## src/rtl/lbp_host_mem_if.sv

```systemverilog
`default_nettype none
// ============================================================================
// Module      : lbp_host_mem_if
// Description : Bundles the load stream, engine gray-read / LBP-write port,
//               both external SRAM ports, the result stream and status.
//               slave = the host responder, master = its environment.
// Revision    : 1.0 - initial release
// ============================================================================
interface lbp_host_mem_if;
  // Load stream
  logic        in_valid;
  logic [7:0]  in_data;
  logic        in_ready;
  // Engine gray-read port
  logic        gray_req;
  logic [13:0] gray_addr;
  logic        gray_ready;
  logic [7:0]  gray_data;
  // Engine LBP-write port
  logic        lbp_valid;
  logic [13:0] lbp_addr;
  logic [7:0]  lbp_data;
  logic        finish;
  // Gray SRAM
  logic [13:0] gsram_addr;
  logic        gsram_we;
  logic [7:0]  gsram_wdata;
  logic [7:0]  gsram_rdata;
  // LBP SRAM
  logic [13:0] lsram_addr;
  logic        lsram_we;
  logic [7:0]  lsram_wdata;
  logic [7:0]  lsram_rdata;
  // Result stream
  logic        out_valid;
  logic [7:0]  out_data;
  logic        out_ready;
  // Status
  logic [14:0] lbp_cnt;
  logic        err;
  logic        done;

  modport slave (
    input  in_valid, in_data, gray_req, gray_addr, lbp_valid, lbp_addr,
           lbp_data, finish, gsram_rdata, lsram_rdata, out_ready,
    output in_ready, gray_ready, gray_data, gsram_addr, gsram_we,
           gsram_wdata, lsram_addr, lsram_we, lsram_wdata, out_valid,
           out_data, lbp_cnt, err, done
  );

  modport master (
    output in_valid, in_data, gray_req, gray_addr, lbp_valid, lbp_addr,
           lbp_data, finish, gsram_rdata, lsram_rdata, out_ready,
    input  in_ready, gray_ready, gray_data, gsram_addr, gsram_we,
           gsram_wdata, lsram_addr, lsram_we, lsram_wdata, out_valid,
           out_data, lbp_cnt, err, done
  );
endinterface
`default_nettype wire

```

## src/rtl/lbp_host_mem.sv

```systemverilog
`default_nettype none
// ============================================================================
// Module      : lbp_host_mem
// Description : Host-side responder for the LBP engine. Loads a 128x128 gray
//               image into the gray SRAM (pre-clearing the LBP SRAM), serves
//               engine reads with 1-cycle latency, passes LBP writes through
//               to the LBP SRAM, then streams the LBP image out.
// Revision    : 1.0 - initial release
// ============================================================================
module lbp_host_mem #(
  parameter int NPIX = 16384,
  parameter int NINT = 15876
) (
  input logic           clk,
  input logic           reset,
  lbp_host_mem_if.slave bus
);

  localparam logic [13:0] LAST_PIX = 14'(NPIX - 1);
  localparam logic [14:0] NPIX_CNT = 15'(NPIX);
  localparam logic [14:0] LAST_POP = 15'(NPIX - 1);
  localparam logic [15:0] NINT_CNT = 16'(NINT);
  localparam logic [14:0] CNT_SAT  = 15'h7fff;

  typedef enum logic [1:0] {
    ST_LOAD  = 2'd0,
    ST_SERVE = 2'd1,
    ST_DRAIN = 2'd2,
    ST_DONE  = 2'd3
  } state_t;

  state_t      state_q,    state_d;
  logic [13:0] ld_ptr_q,   ld_ptr_d;
  logic        rd_pend_q,  rd_pend_d;
  logic [7:0]  hold_q,     hold_d;
  logic [14:0] lbp_cnt_q,  lbp_cnt_d;
  logic        err_q,      err_d;
  logic [14:0] rd_ptr_q,   rd_ptr_d;
  logic        infl_q,     infl_d;
  logic [7:0]  fifo0_q,    fifo0_d;
  logic [7:0]  fifo1_q,    fifo1_d;
  logic        fifo_wp_q,  fifo_wp_d;
  logic        fifo_rp_q,  fifo_rp_d;
  logic [1:0]  fifo_cnt_q, fifo_cnt_d;
  logic [14:0] pop_cnt_q,  pop_cnt_d;

  logic        in_ready;
  logic        gray_ready;
  logic [13:0] gsram_addr;
  logic        gsram_we;
  logic [7:0]  gsram_wdata;
  logic [13:0] lsram_addr;
  logic        lsram_we;
  logic [7:0]  lsram_wdata;
  logic        out_valid;
  logic [7:0]  out_data;
  logic        done;
  logic        fifo_push;
  logic        fifo_pop;
  logic [2:0]  occ;

  // State register; reset aborts any phase and returns to LOAD.
  always_ff @(posedge clk or posedge reset) begin
    if (reset) state_q <= ST_LOAD;
    else       state_q <= state_d;
  end

  // Datapath registers: pointers, read-hold, counters, output FIFO.
  always_ff @(posedge clk or posedge reset) begin
    if (reset) begin
      ld_ptr_q   <= '0;
      rd_pend_q  <= 1'b0;
      hold_q     <= '0;
      lbp_cnt_q  <= '0;
      err_q      <= 1'b0;
      rd_ptr_q   <= '0;
      infl_q     <= 1'b0;
      fifo0_q    <= '0;
      fifo1_q    <= '0;
      fifo_wp_q  <= 1'b0;
      fifo_rp_q  <= 1'b0;
      fifo_cnt_q <= '0;
      pop_cnt_q  <= '0;
    end else begin
      ld_ptr_q   <= ld_ptr_d;
      rd_pend_q  <= rd_pend_d;
      hold_q     <= hold_d;
      lbp_cnt_q  <= lbp_cnt_d;
      err_q      <= err_d;
      rd_ptr_q   <= rd_ptr_d;
      infl_q     <= infl_d;
      fifo0_q    <= fifo0_d;
      fifo1_q    <= fifo1_d;
      fifo_wp_q  <= fifo_wp_d;
      fifo_rp_q  <= fifo_rp_d;
      fifo_cnt_q <= fifo_cnt_d;
      pop_cnt_q  <= pop_cnt_d;
    end
  end

  // Next-state and output decode for all four phases.
  always_comb begin
    state_d     = state_q;
    ld_ptr_d    = ld_ptr_q;
    rd_pend_d   = 1'b0;
    hold_d      = hold_q;
    lbp_cnt_d   = lbp_cnt_q;
    err_d       = err_q;
    rd_ptr_d    = rd_ptr_q;
    infl_d      = 1'b0;
    fifo0_d     = fifo0_q;
    fifo1_d     = fifo1_q;
    fifo_wp_d   = fifo_wp_q;
    fifo_rp_d   = fifo_rp_q;
    fifo_cnt_d  = fifo_cnt_q;
    pop_cnt_d   = pop_cnt_q;
    in_ready    = 1'b0;
    gray_ready  = 1'b0;
    gsram_addr  = '0;
    gsram_we    = 1'b0;
    gsram_wdata = '0;
    lsram_addr  = '0;
    lsram_we    = 1'b0;
    lsram_wdata = '0;
    out_valid   = 1'b0;
    out_data    = '0;
    done        = 1'b0;
    fifo_push   = 1'b0;
    fifo_pop    = 1'b0;
    occ         = '0;

    // The SRAM returns the previous cycle's read now; keep it for later holds.
    if (rd_pend_q) hold_d = bus.gsram_rdata;

    case (state_q)
      ST_LOAD: begin
        in_ready    = 1'b1;
        gsram_addr  = ld_ptr_q;
        gsram_wdata = bus.in_data;
        lsram_addr  = ld_ptr_q;
        if (bus.in_valid) begin
          // LBP SRAM is zeroed alongside so borders read back as 0.
          gsram_we = 1'b1;
          lsram_we = 1'b1;
          ld_ptr_d = ld_ptr_q + 14'd1;
          if (ld_ptr_q == LAST_PIX) state_d = ST_SERVE;
        end
      end

      ST_SERVE: begin
        gray_ready = 1'b1;
        if (bus.gray_req) begin
          gsram_addr = bus.gray_addr;
          rd_pend_d  = 1'b1;
        end
        if (bus.lbp_valid) begin
          lsram_we    = 1'b1;
          lsram_addr  = bus.lbp_addr;
          lsram_wdata = bus.lbp_data;
          if (lbp_cnt_q != CNT_SAT) lbp_cnt_d = lbp_cnt_q + 15'd1;
        end
        if (bus.finish) begin
          // Count includes a write landing in the finish cycle itself.
          state_d = ST_DRAIN;
          err_d   = err_q |
                    (({1'b0, lbp_cnt_q} + {15'd0, bus.lbp_valid}) != NINT_CNT);
        end
      end

      ST_DRAIN: begin
        out_valid = (fifo_cnt_q != 2'd0);
        out_data  = fifo_rp_q ? fifo1_q : fifo0_q;
        fifo_pop  = out_valid & bus.out_ready;
        fifo_push = infl_q;
        // Occupancy counts the slot freed by this cycle's pop so the 2-entry
        // FIFO sustains one byte per cycle.
        occ = {1'b0, fifo_cnt_q} + {2'b00, infl_q} - {2'b00, fifo_pop};
        if ((occ < 3'd2) && (rd_ptr_q < NPIX_CNT)) begin
          lsram_addr = rd_ptr_q[13:0];
          rd_ptr_d   = rd_ptr_q + 15'd1;
          infl_d     = 1'b1;
        end
        if (fifo_push) begin
          if (fifo_wp_q) fifo1_d = bus.lsram_rdata;
          else           fifo0_d = bus.lsram_rdata;
          fifo_wp_d = ~fifo_wp_q;
        end
        if (fifo_pop) begin
          fifo_rp_d = ~fifo_rp_q;
          pop_cnt_d = pop_cnt_q + 15'd1;
          if (pop_cnt_q == LAST_POP) state_d = ST_DONE;
        end
        fifo_cnt_d = fifo_cnt_q + {1'b0, fifo_push} - {1'b0, fifo_pop};
      end

      ST_DONE: begin
        done = 1'b1;
      end

      default: begin
        state_d = ST_LOAD;
      end
    endcase
  end

  assign bus.in_ready    = in_ready;
  assign bus.gray_ready  = gray_ready;
  assign bus.gray_data   = rd_pend_q ? bus.gsram_rdata : hold_q;
  assign bus.gsram_addr  = gsram_addr;
  assign bus.gsram_we    = gsram_we;
  assign bus.gsram_wdata = gsram_wdata;
  assign bus.lsram_addr  = lsram_addr;
  assign bus.lsram_we    = lsram_we;
  assign bus.lsram_wdata = lsram_wdata;
  assign bus.out_valid   = out_valid;
  assign bus.out_data    = out_data;
  assign bus.lbp_cnt     = lbp_cnt_q;
  assign bus.err         = err_q;
  assign bus.done        = done;

endmodule
`default_nettype wire

```

## src/flat_wrapper.sv

```systemverilog
// flat-port wrapper written by rule: the top's interface ports become plain ports
module lbp_host_mem_flat 
#(
  parameter int NPIX = 16384,
  parameter int NINT = 15876
)
  (clk, reset, bus_in_valid, bus_in_data, bus_gray_req, bus_gray_addr, bus_lbp_valid, bus_lbp_addr, bus_lbp_data, bus_finish, bus_gsram_rdata, bus_lsram_rdata, bus_out_ready, bus_in_ready, bus_gray_ready, bus_gray_data, bus_gsram_addr, bus_gsram_we, bus_gsram_wdata, bus_lsram_addr, bus_lsram_we, bus_lsram_wdata, bus_out_valid, bus_out_data, bus_lbp_cnt, bus_err, bus_done);
  lbp_host_mem_if bus_i ();
  input logic clk;
  input logic reset;
  input wire logic [$bits(bus_i.in_valid)-1:0] bus_in_valid;
  input wire logic [$bits(bus_i.in_data)-1:0] bus_in_data;
  input wire logic [$bits(bus_i.gray_req)-1:0] bus_gray_req;
  input wire logic [$bits(bus_i.gray_addr)-1:0] bus_gray_addr;
  input wire logic [$bits(bus_i.lbp_valid)-1:0] bus_lbp_valid;
  input wire logic [$bits(bus_i.lbp_addr)-1:0] bus_lbp_addr;
  input wire logic [$bits(bus_i.lbp_data)-1:0] bus_lbp_data;
  input wire logic [$bits(bus_i.finish)-1:0] bus_finish;
  input wire logic [$bits(bus_i.gsram_rdata)-1:0] bus_gsram_rdata;
  input wire logic [$bits(bus_i.lsram_rdata)-1:0] bus_lsram_rdata;
  input wire logic [$bits(bus_i.out_ready)-1:0] bus_out_ready;
  output wire logic [$bits(bus_i.in_ready)-1:0] bus_in_ready;
  output wire logic [$bits(bus_i.gray_ready)-1:0] bus_gray_ready;
  output wire logic [$bits(bus_i.gray_data)-1:0] bus_gray_data;
  output wire logic [$bits(bus_i.gsram_addr)-1:0] bus_gsram_addr;
  output wire logic [$bits(bus_i.gsram_we)-1:0] bus_gsram_we;
  output wire logic [$bits(bus_i.gsram_wdata)-1:0] bus_gsram_wdata;
  output wire logic [$bits(bus_i.lsram_addr)-1:0] bus_lsram_addr;
  output wire logic [$bits(bus_i.lsram_we)-1:0] bus_lsram_we;
  output wire logic [$bits(bus_i.lsram_wdata)-1:0] bus_lsram_wdata;
  output wire logic [$bits(bus_i.out_valid)-1:0] bus_out_valid;
  output wire logic [$bits(bus_i.out_data)-1:0] bus_out_data;
  output wire logic [$bits(bus_i.lbp_cnt)-1:0] bus_lbp_cnt;
  output wire logic [$bits(bus_i.err)-1:0] bus_err;
  output wire logic [$bits(bus_i.done)-1:0] bus_done;
  assign bus_i.in_valid = bus_in_valid;
  assign bus_i.in_data = bus_in_data;
  assign bus_i.gray_req = bus_gray_req;
  assign bus_i.gray_addr = bus_gray_addr;
  assign bus_i.lbp_valid = bus_lbp_valid;
  assign bus_i.lbp_addr = bus_lbp_addr;
  assign bus_i.lbp_data = bus_lbp_data;
  assign bus_i.finish = bus_finish;
  assign bus_i.gsram_rdata = bus_gsram_rdata;
  assign bus_i.lsram_rdata = bus_lsram_rdata;
  assign bus_i.out_ready = bus_out_ready;
  assign bus_in_ready = bus_i.in_ready;
  assign bus_gray_ready = bus_i.gray_ready;
  assign bus_gray_data = bus_i.gray_data;
  assign bus_gsram_addr = bus_i.gsram_addr;
  assign bus_gsram_we = bus_i.gsram_we;
  assign bus_gsram_wdata = bus_i.gsram_wdata;
  assign bus_lsram_addr = bus_i.lsram_addr;
  assign bus_lsram_we = bus_i.lsram_we;
  assign bus_lsram_wdata = bus_i.lsram_wdata;
  assign bus_out_valid = bus_i.out_valid;
  assign bus_out_data = bus_i.out_data;
  assign bus_lbp_cnt = bus_i.lbp_cnt;
  assign bus_err = bus_i.err;
  assign bus_done = bus_i.done;
  lbp_host_mem #(.NPIX(NPIX), .NINT(NINT)) u_core (.clk(clk), .reset(reset), .bus(bus_i));
endmodule
```

## config.mk

```make
export PLATFORM = sky130hd
export DESIGN_NAME = lbp_host_mem_flat
export DESIGN_NICKNAME = d
export VERILOG_FILES = /design/src/rtl/lbp_host_mem_if.sv /design/src/rtl/lbp_host_mem.sv /design/src/flat_wrapper.sv
export SDC_FILE = /design/constraint.sdc
export NUM_CORES = 1
export LEC_CHECK = 0
export ABC_CLOCK_PERIOD_IN_PS = 9450
export CAP_MARGIN = 15
export CORE_AREA = 3 3 102 104
export DETAILED_ROUTE_END_ITERATION = 16
export DIE_AREA = 0 0 105 107
export PLACE_DENSITY = 0.85
export SLEW_MARGIN = 0
export SYNTH_ARGS = -nofsm -noshare
export SYNTH_HDL_FRONTEND = slang
export SYNTH_SLANG_ARGS = --single-unit
export TNS_END_PERCENT = 10
```

## constraint.sdc

```tcl
create_clock -name clk -period 9.45 [get_ports clk]
set_input_delay 1.89 -clock clk [delete_from_list [all_inputs] [get_ports clk]]
set_output_delay 1.89 -clock clk [all_outputs]
set_load 0.05 [all_outputs]
```

==> reports/qor.yml, run 1 <==
status: "complete, no violations"
synth_async_reset_ratio_pct: 100.0
min_path_type: "flop to flop"
unrepaired_setup_endpoints_after_global_routing: "false"
crit_fanout: 21
first_global_vias: 3936
dp_hpwl_um: 9191
cts_inserted_buffers: 9
initial_core_utilization_pct: 49.81
die-height_um: 107
io_buffers: 148
total_congestion_overflow_after_global_routing: 0
coreArea_um2: 9639
ant_diodes: 0
synth.area.top_cells: "dfrtp_1 48%, mux2_2 6.6%, xnor2_1 6.4%"
first_iter_violations: 247
final_cell_area_um2: 6556
number_of_failing_hold_endpoints_at_the_final_stage: 0
synth_seq_area_share_pct: 47.95
yosysTopAreaCell: "dfrtp_1"
clkSlewWorstSetupHoldPaths_ns: 0.08
post-route-period-util_pct: 74.88
synth.net_count: 520
most_used_cells_in_the_layout_excluding_fill_and_tap_cells: "148 x clkdlybuf4s50_1, 92 x dfrtp_1, 41 x nand2_1, 35 x xnor2_1, 28 x mux2_2"
crit_slowest_cell: "clkdlybuf4s50_1"
mappedNetlistArea_um2: 4801
pwr_density_cell_nw_per_um2: 270.9
setup.worst_path.class: "input port to output pin"
min_delay_path_depth: 1
final_cells: 717
worstHoldStart: "u_core.pop_cnt_q[14]$_DFFE_PP0P_"
clk_path_buf_depth: 2
synthToLayoutAreaGrowth_pct: 36.57
reg2reg_from: "u_core.fifo_cnt_q[1]$_DFFE_PP0P_"
insertion_delay_ns: 0.36
required_ns: 7.56
postSynthRegisterBits: 92
remaining_drc_errors: 0
antenna_left: 0
num_clock_sinks: 92
end_kind: "output pin"
grt_start_max_net_pins: 68
wl_per_cell_um: 17.09
route.detailed.vias_per_inst: 5.499
rd_place_congestion: 0.9145
cts_hold_repair.buffers: 0
path_cells: "clkdlybuf4s50_1 > o21ai_0 > or2_2 > nand2_1 > ha_1 > fa_1 > nor4b_2 > buf_4 > a222oi_1 > nor2_1 > clkdlybuf4s50_1"
ys.flop_type: "dfrtp_1"
global_route_wire_length_before_repair_um: 20350
fp.dieW_um: 105
io_pins: 149
synthCells: 439
reg2reg_slack_ns: 6.48
min_delay_worst_endpoint: "u_core.pop_cnt_q[14]$_DFFE_PP0P_"
worst_pin_slew_ns: 0.9581
global_route.usage.total_pct: 22.61
cts_resized: 0
clk_root_buffer_cell: "clkbuf_8"
synthesis.area_per_instance_um2: 10.94
die-area_um2: 11240
synth_top_cell_area_share_pct: 47.95
drt_pass1_iterations: 5
timing.final.crit_period_ns: 7.076
placed_cells: 701
post_dp_cell_area_um2: 6367
layout_cells_sized_above_1_pct: 9.760
worst_path_most_repeated_cell: "clkdlybuf4s50_1"
arrival_ns: 5.19
grt_antenna_before_repair: 0
dr_total_vias: 3943
maxSlewViolCount: 0
ys.warnings.count: 0
setup.worst_path.start_class: "input port"
setup_viol: 0
core.rowCount: 36
postCtsSetupRepairBufs: 0
maximum_clock_rate_mhz: 141.3
tns_ns: 0
layout.cells.most_common: "clkdlybuf4s50_1"
leakagePower_nw: 2.816
critical_path.reg2reg.endpoint: "u_core.rd_ptr_q[8]$_DFFE_PP0P_"
clock_skew_ns: 0.01437
htree_num_levels: 3
cap_violations: 0
design.final.nets: 660
slew_headroom_pct: 36.09
number_of_enable_type_register_cells_in_the_synthesized_netlist: 0
vdd_ir_drop_max_mv: 0.1759
worst-r2r-cell-count: 10
detail_route.wirelength_um: 12250
tritoncts: "yes"
critical-path-max-stage-delay_ns: 0.83
post_synth_num_cell_types: 50
## report_power, final
| part | internal (W) | total, W | switching, W |
|---|---|---|---|
| Clock | 0.000112 | 0.000249 | 0.000137 |
| Sequential | 0.000488 | 0.000593 | 0.000105 |
| Combinational | 0.000356 | 0.000934 | 0.000578 |
## area by class of cell
type / instances / area [um2]
multi-input combinational: 316 / 2360
fill: 755 / 3083
sequential: 92 / 2302
clock buffer: 12 / 155.1
clock inverter: 4 / 33.78
inverter: 9 / 35.03
tap: 133 / 166.4
timing repair buffer: 151 / 1504
## metal layers
| layer | routed length, um | GRT usage (%) |
|---|---|---|
| met3 | 791 | 4.877 |
| met1 | 5335 | 30.01 |
| met2 | 5951 | 37.58 |
| met5 | 0 | 0 |
| met4 | 173 | 6.373 |
## flip-flops by register name, summed over array words and instances (netlist names), 8 cells and up
| signal | cells |
|---|---|
| u_core.bus.lbp_cnt | 15 |
| u_core.fifo0_q | 8 |
| u_core.fifo1_q | 8 |
| u_core.hold_q | 8 |
| u_core.ld_ptr_q | 14 |
| u_core.pop_cnt_q | 15 |
| u_core.rd_ptr_q | 15 |
## cells in the mapped netlist (all sizes together) (2+ instances only)
cell type and instances:
clkbuf 13, buf 9, nor3 7, ha 13, nand4 12, a41o 2, xnor2 35, a222oi 14
a31oi 2, nor4b 2, a22o 12, inv 9, o21ai 6, and4 8, and2 12, xor2 20
nand3 19, a21oi 4, nor2b 8, dfrtp 92, and3 13, mux2 29, nand4b 2, nand3b 2
o41ai 2, mux2i 9, nand2 41, nor2 23, nor4 6, nand2b 2, or2 3
## kinds of logic (layout without fill, tap and decap cells)
| family | count (synthesis) | in the layout | share of synthesized area (%) |
|---|---|---|---|
| buffers and inverters | 31 | 176 | 2.892 |
| multiplexers | 38 | 38 | 8.757 |
| AO/OA/AOI/OAI | 46 | 46 | 7.949 |
| adder cells (fa/ha/maj) | 14 | 14 | 3.805 |
| XOR/XNOR | 55 | 55 | 10.03 |
| AND/OR/NAND/NOR | 163 | 163 | 18.61 |
| flip-flops | 92 | 92 | 47.95 |
## critical path: cells and delay by family
family / cells / cell delay [ns]
simple gates: 4 / 0.85
compound gates: 2 / 0.22
buf+inv: 3 / 1.60
fa+ha+maj: 2 / 0.61
## how the worst max path moves through the flow
stage                               to  slack, ns           from
finish               bus_lsram_addr[4]       2.37  bus_out_ready
global route         bus_lsram_addr[4]       2.14  bus_out_ready
CTS                  bus_lsram_addr[4]       2.35  bus_out_ready
detailed placement  bus_lsram_addr[12]       2.40  bus_out_ready
global placement     bus_lsram_addr[4]       2.45  bus_out_ready
floorplan           bus_lsram_addr[12]       3.15  bus_out_ready
## through the flow
| stage | power, W | hold slack, ns | util (%) | worst slack [ns] |
|---|---|---|---|---|
| after floorplan | 0.001237 | 0.4331 | - | 3.150 |
| after CTS | 0.001789 | 0.4723 | 68.02 | 2.354 |
| final | 0.001776 | 0.4737 | 68.02 | 2.374 |
| after global routing | 0.001878 | 0.4812 | 68.02 | 2.140 |
| after global placement | 0.001508 | 0.4525 | 66.06 | 2.447 |
| after detailed placement | 0.001537 | 0.4569 | 66.06 | 2.395 |
No activity file was read; power rests on OpenSTA's default activity.
==> run 2: changes to the inputs <==
ABC_CLOCK_PERIOD_IN_PS = 7200   (was 9450)
CORE_AREA = 3 3 106 108   (was 3 3 102 104)
DIE_AREA = 0 0 109 111   (was 0 0 105 107)
PLACE_DENSITY = 0.8   (was 0.85)
clock period = 7.2 ns   (was 9.45 ns; I/O delays follow)
==> run 2 against run 1 <==
Effect of this change: via count shrank 1.0%; core utilization shrank 4.8 points; final cell count grew 0.42%; clock-buffer cell count is the same; power grew 31%; critical path depth is the same; critical path type unchanged; largest cell class unchanged; highest routed layer unchanged.
==> reports/qor.yml, run 2 (synthesis gave the netlist of run 1 again) <==
total_congestion_overflow_after_global_routing: 0
status: "complete, no violations"
grt_start_max_net_pins: 61
clkSlewWorstSetupHoldPaths_ns: 0.10
layout.cells.most_common: "clkdlybuf4s50_1"
num_clock_sinks: 92
total_switching_power_w: 0.001080
fp.dieW_um: 109
path_cells: "clkdlybuf4s50_1 > o21ai_0 > or2_2 > nand2_1 > ha_1 > fa_1 > nor4b_2 > buf_4 > a222oi_1 > nor2_1 > buf_4"
leakagePower_nw: 2.839
post-route-period-util_pct: 77.56
io_pins: 149
unrepaired_setup_endpoints_after_global_routing: "false"
rd_place_congestion: 0.8465
cts_hold_repair.buffers: 0
synthToLayoutAreaGrowth_pct: 35.89
share_seq_of_total_power_pct: 33.6
drt_pass1_iterations: 6
power.combinational.fraction_pct: 52.4
layout_cells_sized_above_1_pct: 12.16
first_global_vias: 3912
total_routed_wire_length_on_the_met1_layer_um: 5221
clock_skew_ns: 0.01483
postCtsSetupRepairBufs: 0
switching_share_pct: 46.42
wl_per_cell_um: 17.12
insertion_delay_ns: 0.35
power_frac_clock_pct: 14.1
clk_path_buf_depth: 2
maximum_clock_rate_mhz: 179.1
detail_route.wirelength_um: 12320
cellInternalPower_w: 0.001246
most_used_cells_in_the_layout_excluding_fill_and_tap_cells: "134 x clkdlybuf4s50_1, 92 x dfrtp_1, 41 x nand2_1, 35 x xnor2_1, 28 x mux2_2"
io_buffers: 148
ant_diodes: 0
timing.critical_path.max_delay_family: "buffers and inverters"
setup.worst_path.start_class: "input port"
timing.final.crit_period_ns: 5.584
global_route.usage.total_pct: 20.87
route.detailed.vias_per_inst: 5.421
worst_pin_slew_ns: 0.9916
vdd_ir_drop_max_mv: 0.1886
dr_total_vias: 3903
setup_viol: 0
slew_headroom_pct: 33.86
crit_fanout: 21
critical-path-max-stage-delay_ns: 0.50
core.rowCount: 37
setup.worst_path.class: "input port to output pin"
design.final.nets: 660
arrival_ns: 4.14
htree_num_levels: 3
dp_hpwl_um: 9286
initial_core_utilization_pct: 46.50
tns_ns: 0
antenna_left: 0
first_iter_violations: 235
worst_path_most_repeated_cell: "buf_4"
post-place-ws_ns: 1.627
crit_slowest_cell: "clkdlybuf4s50_1"
timing.hold.ws_ns: 0.4633
cts_resized: 0
count_of_buffering_cells_on_the_critical_path_with_inverters_included: 3
maxSlewViolCount: 0
cts_inserted_buffers: 9
met2WireLength_um: 5853
die-height_um: 111
highest-signal-layer: "met4"
end_kind: "output pin"
grt_antenna_before_repair: 0
die-area_um2: 12100
n_fill_cell: 815
coreArea_um2: 10320
tritoncts: "yes"
min_path_type: "flop to flop"
final.setup.worst_slack_ns: 1.616
required_ns: 5.76
remaining_drc_errors: 0
number_of_failing_hold_endpoints_at_the_final_stage: 0
wl_met3_um: 1144
cap_violations: 0
pwr_density_cell_nw_per_um2: 356.6
clk_root_buffer_cell: "clkbuf_8"
global_route_wire_length_before_repair_um: 19980
run 2: power groups by stage:
stage	sequential, W	combinational, W	clock (W)
after floorplan	0.000770	0.000854	0
after global placement	0.000780	0.00119	0
after detailed placement	0.000789	0.00122	0
after CTS	0.000779	0.00123	0.000338
after global routing	0.000802	0.00130	0.000360
final	0.000781	0.00122	0.000327
run 2: layout make-up:
class,instances,area [um2],area share (%)
multi-input combinational,316,2360,36.17
sequential,92,2302,35.29
timing repair buffer,151,1469,22.52
tap,136,170.2,2.608
clock buffer,12,155.1,2.378
inverter,9,35.03,0.5370
clock inverter,4,32.53,0.4987
run 2: final timing paths:
path | from | to | slack (ns) | cells after the start
min in group asynchronous | reset | u_core.hold_q[3]$_DFF_PP0_ | 1.45 | 2
setup reg to reg | u_core.fifo_cnt_q[1]$_DFFE_PP0P_ | u_core.rd_ptr_q[8]$_DFFE_PP0P_ | 4.21 | 10
max in group asynchronous | reset | u_core.state_q[1]$_DFFE_PP0P_ | 4.58 | 3
setup / recovery | bus_out_ready | bus_lsram_addr[9] | 1.62 | 11
hold / removal | u_core.pop_cnt_q[14]$_DFFE_PP0P_ | u_core.pop_cnt_q[14]$_DFFE_PP0P_ | 0.46 | 1
hold reg to reg | u_core.pop_cnt_q[14]$_DFFE_PP0P_ | u_core.pop_cnt_q[14]$_DFFE_PP0P_ | 0.46 | 1
run 2: through the flow:
step           util, %  area, um2  total power (W)  cells
2_1_floorplan        -       4801         0.001623    439
3_3_place_gp     61.37       6336         0.001975    704
3_5_place_dp     61.37       6336         0.002012    704
4_1_cts          63.19       6524         0.002346    720
5_1_grt          63.19       6524         0.002462    720
6_report         63.19       6524         0.002326    720
run 2: layer usage:
| layer | track usage (%) | vias up |
|---|---|---|
| li1 | - | 1853 |
| met1 | 28.53 | 1888 |
| met2 | 33.87 | 152 |
| met3 | 4.310 | 10 |
| met4 | 4.966 | 0 |
| met5 | 0 | - |
==> run 3: changes to the inputs <==
ABC_CLOCK_PERIOD_IN_PS = 5400   (was 7200)
clock period = 5.4 ns   (was 7.2 ns; I/O delays follow)
==> run 3 against run 2 <==
Effect of this change: cell area is 3.5% higher; sequential power is 33% higher; die area stayed put; global-route usage is 0.82 points higher; power is 39% higher; core utilization is 2.2 points higher; sequential cell count stayed put; via count is 1.5% higher; worst hold slack worse by 0.0011 ns; combinational power is 40% higher; clock-buffer cell count is 2 lower; critical endpoint is now bus_lsram_addr[10]; largest power group unchanged; highest routed layer unchanged.
==> reports/qor.yml, run 3 (synthesis gave the netlist of run 1 again) <==
postCtsSetupRepairBufs: 0
maxSlewViolCount: 0
crit_fanout: 21
setup_viol: 0
post-place-ws_ns: 0.4758
post-route-period-util_pct: 90.82
io_buffers: 148
number_of_failing_hold_endpoints_at_the_final_stage: 0
grt_start_max_net_pins: 63
rd_place_congestion: 0.8378
worst_pin_slew_ns: 0.6995
tns_ns: 0
coreArea_um2: 10320
global_route_wire_length_before_repair_um: 20710
first_iter_violations: 251
route.detailed.vias_per_inst: 5.488
antenna_left: 0
detail_route.wirelength_um: 12760
vdd_ir_drop_max_mv: 0.2925
htree_num_levels: 3
insertion_delay_ns: 0.35
layout_cells_sized_above_1_pct: 12.46
setup.worst_path.start_class: "input port"
synthToLayoutAreaGrowth_pct: 40.63
cts_inserted_buffers: 9
cap_violations: 0
pwr_density_cell_nw_per_um2: 480.6
leakagePower_nw: 2.913
num_clock_sinks: 92
remaining_drc_errors: 0
core.rowCount: 37
end_kind: "output pin"
unrepaired_setup_endpoints_after_global_routing: "false"
die-area_um2: 12100
setup.worst_path.class: "input port to output pin"
total_congestion_overflow_after_global_routing: 0
worst-r2r-cell-count: 10
initial_core_utilization_pct: 46.50
clk_path_buf_depth: 2
min_delay_path_depth: 1
clk_root_buffer_cell: "clkbuf_8"
slew_headroom_pct: 53.01
maximum_clock_rate_mhz: 203.9
global_route.usage.total_pct: 21.69
first_global_vias: 4103
grt_antenna_before_repair: 0
cts_resized: 0
ant_diodes: 0
cts_hold_repair.buffers: 0
required_ns: 4.32
fp.dieW_um: 109
io_pins: 149
timing.hold.ws_ns: 0.4622
drt_pass1_iterations: 5
layout.cells.most_common: "clkdlybuf4s50_1"
final.setup.worst_slack_ns: 0.4957
wl_per_cell_um: 17.67
design.final.nets: 663
clock_skew_ns: 0.01075
dr_total_vias: 3962
status: "complete, no violations"
dp_hpwl_um: 9584
min_path_type: "flop to flop"
most_used_cells_in_the_layout_excluding_fill_and_tap_cells: "134 x clkdlybuf4s50_1, 92 x dfrtp_1, 41 x nand2_1, 35 x xnor2_1, 28 x mux2_2"
die-height_um: 111
tritoncts: "yes"
timing.final.crit_period_ns: 4.904
clkSlewWorstSetupHoldPaths_ns: 0.09
arrival_ns: 3.82
[run 3: power breakdown]
| group | leakage, nW | switching, W | internal [W] | total [W] |
|---|---|---|---|---|
| registers | 1.18 | 0.000189 | 0.000854 | 0.00104 |
| logic | 1.63 | 0.00103 | 0.000681 | 0.00171 |
| clock network | 0.102 | 0.000230 | 0.000257 | 0.000487 |
[run 3: through the flow]
step / utilization [%] / power (W) / instances / area, um2
after floorplan: - / 0.002165 / 439 / 4801
after global placement: 63.22 / 0.002719 / 706 / 6526
after detailed placement: 63.22 / 0.002777 / 706 / 6526
after CTS: 65.20 / 0.003268 / 721 / 6731
after global routing: 65.40 / 0.003431 / 722 / 6751
final: 65.40 / 0.003245 / 722 / 6751
[run 3: worst paths after layout]
path | startpoint | end | slack (ns)
min | u_core.pop_cnt_q[14]$_DFFE_PP0P_ | u_core.pop_cnt_q[14]$_DFFE_PP0P_ | 0.46
max in group asynchronous | reset | u_core.state_q[1]$_DFFE_PP0P_ | 3.53
max reg2reg | u_core.fifo_cnt_q[0]$_DFFE_PP0P_ | u_core.rd_ptr_q[8]$_DFFE_PP0P_ | 2.40
min in group asynchronous | reset | u_core.hold_q[0]$_DFF_PP0_ | 1.07
min reg2reg | u_core.pop_cnt_q[14]$_DFFE_PP0P_ | u_core.pop_cnt_q[14]$_DFFE_PP0P_ | 0.46
max | bus_out_ready | bus_lsram_addr[10] | 0.50
[run 3: layer usage]
| layer | up-vias | share of wire [%] | GRT usage [%] |
|---|---|---|---|
| met5 | - | 0 | 0 |
| met4 | 0 | 1.4 | 6.566 |
| met3 | 13 | 9.2 | 5.591 |
| met2 | 158 | 49 | 36.69 |
| met1 | 1931 | 41 | 26.93 |
| li1 | 1860 | - | - |
[run 3: area by class of cell]
class | instances | area (um2)
multi-input cells | 316 | 2360
clock buffers | 10 | 127.6
flip-flops and latches | 92 | 2302
well taps | 136 | 170.2
repair buffers | 154 | 1679
clock inverters | 5 | 77.57
inverters | 9 | 35.03
fillers | 788 | 3572
[run 3: critical path, cell delays in order]
cell	delay, ns
clkdlybuf4s50_1	0.51
o21ai_0	0.14
or2_2	0.33
nand2_1	0.07
ha_1	0.15
fa_1	0.45
nor4b_2	0.28
buf_4	0.28
a222oi_1	0.12
nor2_1	0.22
buf_12	0.17
